### config.mk
export PLATFORM = sky130hd
export DESIGN_NAME = imem_loader
export DESIGN_NICKNAME = d
export VERILOG_FILES = /design/src/rtl/imem_loader.sv
export SDC_FILE = /design/constraint.sdc
export NUM_CORES = 1
export LEC_CHECK = 0
export CAP_MARGIN = 20
export CORE_MARGIN = 2
export CORE_UTILIZATION = 39
export CTS_CLUSTER_SIZE = 16
export DETAILED_ROUTE_END_ITERATION = 8
export SYNTH_ARGS = -nofsm -noshare
export SYNTH_HDL_FRONTEND = slang
export SYNTH_SLANG_ARGS = --single-unit
export TNS_END_PERCENT = 100
### constraint.sdc
create_clock -name clk -period 3.1 [get_ports clk]
set_input_delay 0.31 -clock clk [delete_from_list [all_inputs] [get_ports clk]]
set_output_delay 0.31 -clock clk [all_outputs]
set_load 0.1 [all_outputs]
### src/rtl/imem_loader.sv
// imem_loader
//   Boot-time writer for the fetch-stage instruction memory. A byte stream is
//   assembled little-endian into 32-bit words. Each word is written through the
//   memory write port in a dedicated one-cycle WRITE state. The fetch stall is
//   held high from reset until the whole image has landed.
//
//   Optional feature macro: IMEM_LOADER_CHECKSUM_EN
//     When defined, the image is followed by 4 more bytes. These hold the
//     little-endian 32-bit sum of all written words. A wrong sum raises error
//     and returns to IDLE with the CPU still stalled. When the macro is not
//     defined, there is no CHECK state.
//
// Ports
//   clk        in   rising-edge clock
//   reset      in   synchronous, active-high reset
//   start      in   1-cycle pulse that begins a load (honoured in IDLE/DONE only)
//   length     in   image size in words, sampled with start
//   in_valid   in   byte stream valid
//   in_data    in   byte stream data
//   in_ready   out  a byte is taken this cycle when in_valid is also high
//   imem_we    out  instruction memory write strobe (one cycle per word)
//   imem_addr  out  word address of the write
//   imem_wdata out  word written
//   stall      out  1 holds PC/fetch (PC enable = ~stall)
//   done       out  image loaded, CPU released
//   error      out  sticky load failure, cleared by the next start
module imem_loader #(
  parameter int ADDR_WIDTH = 10,
  parameter int MAX_WORDS  = 1024
) (
  input  logic                  clk,
  input  logic                  reset,
  input  logic                  start,
  input  logic [ADDR_WIDTH:0]   length,
  input  logic                  in_valid,
  input  logic [7:0]            in_data,
  output logic                  in_ready,
  output logic                  imem_we,
  output logic [ADDR_WIDTH-1:0] imem_addr,
  output logic [31:0]           imem_wdata,
  output logic                  stall,
  output logic                  done,
  output logic                  error
);

  localparam logic [2:0] IDLE  = 3'd0;
  localparam logic [2:0] RECV  = 3'd1;
  localparam logic [2:0] WRITE = 3'd2;
  localparam logic [2:0] DONE  = 3'd3;
`ifdef IMEM_LOADER_CHECKSUM_EN
  localparam logic [2:0] CHECK = 3'd4;
`endif

  localparam logic [ADDR_WIDTH:0] MAX_LEN = (ADDR_WIDTH+1)'(MAX_WORDS);

  logic [2:0]          state;
  logic [ADDR_WIDTH:0] lenReg;
  logic [ADDR_WIDTH:0] wordIdx;
  logic [1:0]          byteCnt;
  logic [23:0]         lowBytes;   // bytes 0..2 of the word being assembled
`ifdef IMEM_LOADER_CHECKSUM_EN
  logic [31:0]         sum;
`endif

  logic                accept;
  logic [31:0]         fullWord;
  logic [ADDR_WIDTH:0] nextIdx;

  always_comb begin
    in_ready = (state == RECV);
`ifdef IMEM_LOADER_CHECKSUM_EN
    if (state == CHECK) in_ready = 1'b1;
`endif
  end

  assign accept   = in_valid && in_ready;
  // The 4th byte is used straight off the input, so the word is ready the same edge.
  assign fullWord = {in_data, lowBytes};
  assign nextIdx  = wordIdx + 1'b1;
  assign done     = (state == DONE);
  assign stall    = ~done;

  always_ff @(posedge clk) begin
    if (reset) begin
      state      <= IDLE;
      lenReg     <= '0;
      wordIdx    <= '0;
      byteCnt    <= '0;
      lowBytes   <= '0;
      imem_we    <= 1'b0;
      imem_addr  <= '0;
      imem_wdata <= '0;
      error      <= 1'b0;
`ifdef IMEM_LOADER_CHECKSUM_EN
      sum        <= '0;
`endif
    end else begin
      // Strobe is raised only on the edge that enters WRITE. That keeps it to
      // exactly the WRITE cycle while addr/wdata hold their last value.
      imem_we <= 1'b0;

      // Byte lanes 0..2 are banked here. Lane 3 completes the word in the state logic.
      if (accept) begin
        byteCnt <= byteCnt + 2'd1;
        case (byteCnt)
          2'd0:    lowBytes[7:0]   <= in_data;
          2'd1:    lowBytes[15:8]  <= in_data;
          2'd2:    lowBytes[23:16] <= in_data;
          default: ;
        endcase
      end

      case (state)
        IDLE, DONE: begin
          if (start) begin
            error   <= 1'b0;
            wordIdx <= '0;
            byteCnt <= '0;
`ifdef IMEM_LOADER_CHECKSUM_EN
            sum     <= '0;
`endif
            if (length == '0) begin
              state <= DONE;
            end else if (length > MAX_LEN) begin
              error <= 1'b1;
              state <= IDLE;
            end else begin
              lenReg <= length;
              state  <= RECV;
            end
          end
        end
        RECV: begin
          if (accept && byteCnt == 2'd3) begin
            imem_we    <= 1'b1;
            imem_addr  <= wordIdx[ADDR_WIDTH-1:0];
            imem_wdata <= fullWord;
            state      <= WRITE;
          end
        end
        WRITE: begin
          wordIdx <= nextIdx;
`ifdef IMEM_LOADER_CHECKSUM_EN
          sum     <= sum + imem_wdata;
          state   <= (nextIdx == lenReg) ? CHECK : RECV;
`else
          state   <= (nextIdx == lenReg) ? DONE : RECV;
`endif
        end
`ifdef IMEM_LOADER_CHECKSUM_EN
        CHECK: begin
          if (accept && byteCnt == 2'd3) begin
            if (fullWord == sum) begin
              state <= DONE;
            end else begin
              error <= 1'b1;
              state <= IDLE;
            end
          end
        end
`endif
        default: state <= IDLE;
      endcase
    end
  end

endmodule

======== Word level (Yosys, flattened, before mapping) ========
Cells that the tools add are included.
cells by class
  reduce and logical (&&, ||, !) cells .... 16
  bitwise logic cells ..................... 4
  equal/unequal tests ..................... 9
  $add $sub $neg .......................... 2
  order comparisons ....................... 1
  mux-type cells .......................... 14
operators with widths
  operator                                        count
  case mux 11 bit (2 select lines)                1
  AND reduction 2 bit                             7
  adder 11 x 1 -> 11 bit (second input constant)  1
  == test 11 bit                                  1
  > comparator 11 bit (second input constant)     1
  logical NOT 11 bit                              1
  2-to-1 mux 11 bit                               1
  2-to-1 mux 2 bit                                5
  case mux 3 bit (3 select lines)                 1
  == test 3 x 2 -> 1 bit (second input constant)  2
  2-to-1 mux 3 bit                                2
  == test 2 bit (second input constant)           2
  2-to-1 mux 1 bit                                4
  inverter 1 bit                                  4
  AND reduction 4 bit                             1
  OR reduction 2 bit                              2
  == test 3 x 1 -> 1 bit (second input constant)  1
  logical NOT 3 bit                               1
  adder 2 x 1 -> 2 bit (second input constant)    1
  == test 2 x 1 -> 1 bit (second input constant)  1
  logical AND 1 bit                               2
  logical NOT 2 bit                               1
  != test 2 x 1 -> 1 bit (second input constant)  1
  != test 2 bit (second input constant)           1
  nonzero test 2 bit                              1
storage, ports and cells
  logic and storage cells ................. 57
  register bits after elaboration ......... 95
  input bits .............................. 23
  output and inout bits ................... 47

======== Longest topological paths before layout ========
  word-level depth ........................ 5
  mapped depth ............................ 9
  mapped depth without buffers ............ 7

======== Least setup slack after synthesis ========
Ideal clock, no wire load.
  kind .................................... register -> register
  start ................................... register state[0]
  end ..................................... register state[1]
  cell stages (with the launch flop) ...... 8
  data required time ...................... 3,013 ps
  slack ................................... 666 ps
  library setup time ...................... 87 ps
  data arrival time ....................... 2,347 ps
  period minus slack after synthesis ...... 2,434 ps
  buffers on the path ..................... 1
  path through ............................ dfxtp_1 > ha_1 > clkbuf_1 > nand3_1 > a21oi_1 > o21ba_2 > o21ai_0 > o31ai_1
on the way
  cells in the longest elaborated chain, start to end .. 5
  elaborated cells on any way between the ends .. 11
  classes of those cells .................. 5 x eq/ne; 1 x mux; 5 x reduce/logical
ends and longest elaborated chain
  what                                     RTL line  text
  start: declaration                       56        logic [2:0] state;
  start signal: assignment                 147       state <= (nextIdx == lenReg) ? DONE : RECV;
  == test 3 x 1 -> 1 bit *                 70        in_ready = (state == RECV);
  net in_ready                             37        output logic in_ready,
  logical AND 1 bit                        76        assign accept = in_valid && in_ready;
  logical AND 1 bit                        134       if (accept && byteCnt == 2'd3) begin
  != test 2 x 1 -> 1 bit (no source line)  -
  AND reduction 2 bit (no source line)     -
The timed path passes the listed nets; every way through them passes the cells marked *.
A chain may end at the register's enable or synchronous reset.

======== Final worst setup path ========
  start ................................... register wordIdx[0]
  end ..................................... register state[1]
on the way
  cells in the longest elaborated chain, start to end .. 4
ends and longest elaborated chain
  what                             RTL line  text
  start: declaration               58        logic [ADDR_WIDTH:0] wordIdx;
  start signal: assignment         142       wordIdx <= nextIdx;
  adder 11 x 1 -> 11 bit           79        assign nextIdx = wordIdx + 1'b1;
  == test 11 bit                   147
  2-to-1 mux 2 bit                 147
  case mux 3 bit (3 select lines)  113       case (state)
Every way passes these cells.

==> metrics.cfg <==
[final_layout]
fin_nets = 557
fill_cells = 1016
finish.utilization_pct = 48.7
drive_gt1_share_pct = 7.72
antenna_cells = 0
area_growth_pct = 23.0

[worst_setup_path]
reg2reg_to = state[1]
path_cells = ha_1 -> nand3_1 -> xnor2_1 -> or4_1 -> o31ai_1
slowest_stage = dfxtp_1
cp-start-kind = flip-flop
cp_max_fo = 9
reg2reg_depth = 5
max_stage_delay_ns = 0.57
startpoint = wordIdx[0]
reg2reg_slack_ns = 0.91
r2r_start = wordIdx[0]
cp-end-kind = flip-flop
worstPathArrival_ns = 2.47
criticalPathCategory = reg2reg
critPathRequiredTime_ns = 3.38

[sta]
setup_slack_ns = 0.905
min_period_ns = 2.19
finalMaxSlewViolations = 0
setup_viol = 0
rsz0062_at_grt = false
finalClockSkew_ns = 0.0165
min_period_over_period_pct = 70.8
timing.fmax_ghz = 0.456
tightest_slew_ns = 1.00
relSlewSlack_pct = 33.1
fin_setup_tns_ns = 0
finalHoldViolCount = 0

[cts]
numCtsBuffers = 9
ctsHoldBuffers = 0
cts_setup_buffers = 0
cts_max_path_buffers = 2
cts_max_level = 3
clkTransAtPathRegs_ns = 0.09
cts_tree = done
insertion_delay_ns = 0.37
cts.repair.resized = 0
clock_sinks = 94
ctsRootBufferMaster = clkbuf_8

[logic_synthesis]
synth.distinct_cells = 43
synth_top_family_by_area = simple AND/OR/NAND/NOR gates
yosysSeqAreaShare_pct = 46.9
synth_nets = 506
synth_compound_area_share_pct = 12.0
syn_inst = 475
yosys.area_share.simple_pct = 21.8
syn_area_per_cell_um2 = 8.44
yosys.area.top_type_share_pct = 46.9
synthTopCellsByArea = dfxtp_1, nand2_1, mux2i_1
ys_ff_latch = 94
yosysWarnings = 0
synth-adder-area-share_pct = 2.50
synthMuxAreaShare_pct = 9.83
synth-xor-area-share_pct = 2.62
netlist_area_um2 = 4010
yosys.area.top_type = dfxtp_1

[job]
drv_cap = 0

[die]
die_area_um2 = 11100
core_um2 = 10100
ioPinCount = 70
die_h_um = 105
initial_utilization_pct = 39.6
die_x_um = 105
num_rows = 37

[global_route]
grt_use_total_pct = 17.5
use_met3_pct = 2.78
busiest_layer = met2
grt_pass1_vias = 3093
antenna_found_initial = 0
grt_overflow_total = 0
grt_pass1_wl_um = 15600
grt_max_degree = 72
use_met2_pct = 26.0
gr-usage-met1_pct = 25.1

[run_status]
status = complete, no violations

[worst_hold_path]
hold_end = wordIdx[1]
hold_class = in2reg
min-delay-start = reset
min_path_cells = 2

[placed_design]
dp_slack_ns = 0.695
hpwl_um = 6470
gp_congestion = 0.782
port_buffers = 69

[drt]
wirelength_um = 9300
post_drt_via_cell_ratio = 5.00
ant_nets = 0
wl_per_cell_um = 13.9
drc = 0
first_pass_iters = 4
drt-initial-drc-count = 132
vias = 3333

[pwr]
leakagePower_nw = 1.91
p_per_area_nw_per_um2 = 551
ir_worst_vdd_mv = 0.371
finalPower_mw = 2.72

## metrics by stage
stage | instances | hold WS [ns] | cell area (µm²)
2_1_floorplan | 475 | 0.407 | 4010
4_1_cts | 667 | 0.366 | 4930
6_report | 667 | 0.378 | 4930
3_5_place_dp | 651 | 0.447 | 4750
5_1_grt | 667 | 0.385 | 4930
3_3_place_gp | 650 | 0.441 | 4740
## cells in the mapped netlist, drive strengths merged
cell type / count
nor3: 5
a221oi: 1
o21a: 1
a211oi: 2
and4: 1
xor2: 3
ha: 8
nor2b: 3
mux2: 3
nor4: 4
o21ai: 8
nor3b: 1
or4: 2
o211ai: 2
o31ai: 1
nand4: 4
o22ai: 1
nand3: 17
or4b: 1
and3b: 1
o311ai: 1
xnor2: 9
a21boi: 3
a22oi: 6
mux2i: 36
a21o: 2
dfxtp: 94
a31oi: 2
inv: 6
nand2: 98
buf: 6
a32oi: 1
nor2: 54
a21oi: 52
and3: 3
o21ba: 1
clkbuf: 29
nand2b: 3
## worst max-delay path: cells and delay by family (launching register included)
family / cells / cell delay [ns]
xor gates and xnor gates: 1 / 0.19
and+or+nand+nor: 2 / 0.70
AOI/OAI and AO/OA: 1 / 0.24
adders and majority gates: 1 / 0.41
DFF: 1 / 0.57
## worst max path at each step
stage | end | slack [ns] | depth (start not counted)
2_1_floorplan | state[1] | 0.67 | 7
3_3_place_gp | lenReg[6] | 0.84 | 7
3_5_place_dp | lenReg[7] | 0.69 | 7
4_1_cts | wordIdx[10] | 0.89 | 7
5_1_grt | state[1] | 0.68 | 7
6_report | state[1] | 0.91 | 5
## power by group
group | total, mW | internal, mW | switching, mW
combinational | 0.632 | 0.219 | 0.413
sequential | 1.31 | 1.26 | 0.0497
clock | 0.779 | 0.309 | 0.470
total | 2.72 | 1.79 | 0.933
## state kept, by name, indices dropped and copies added (netlist names)
name	cells
imem_wdata	32
lowBytes	24
lenReg	11
wordIdx	11
imem_addr	10
byteCnt	2
state	2
error	1
imem_we	1
## placed cells by master (no fill, tap or decap), types with 6 or more instances in the layout
master | synthesis | routed
a21oi_1 | 52 | 52
a22oi_1 | 6 | 6
buf_4 | 4 | 15
clkbuf_8 | 0 | 9
clkdlybuf4s50_1 | 0 | 58
dfxtp_1 | 94 | 94
ha_1 | 8 | 8
inv_1 | 6 | 6
mux2i_1 | 36 | 36
nand2_1 | 98 | 98
nand3_1 | 16 | 16
nor2_1 | 53 | 53
o21ai_0 | 8 | 8
xnor2_1 | 9 | 9
## cell families after synthesis
| group | after synthesis |
|---|---|
| AO/OA/AOI/OAI | 84 |
| XOR/XNOR | 12 |
| adder cells (fa/ha/maj) | 8 |
| buffers and inverters | 41 |
| flip-flops | 94 |
| multiplexers | 39 |
| AND/OR/NAND/NOR | 197 |
## metal layers
metal | up-vias | share of wire, %
met1 | 1530 | 49
met5 | - | 0
met4 | 0 | 1.6
met3 | 10 | 4.7
li1 | 1706 | -
met2 | 87 | 44
## final cells by class
cell class | instances | area (µm²) | area share, %
inverter | 6 | 22.5 | 0.456
clock buffer | 9 | 124 | 2.51
sequential | 94 | 1880 | 38.1
tap | 136 | 170 | 3.45
clock inverter | 7 | 60.1 | 1.22
multi-input combinational | 340 | 1960 | 39.7
timing repair buffer | 75 | 718 | 14.6
No activity file was read; power rests on OpenSTA's default activity.
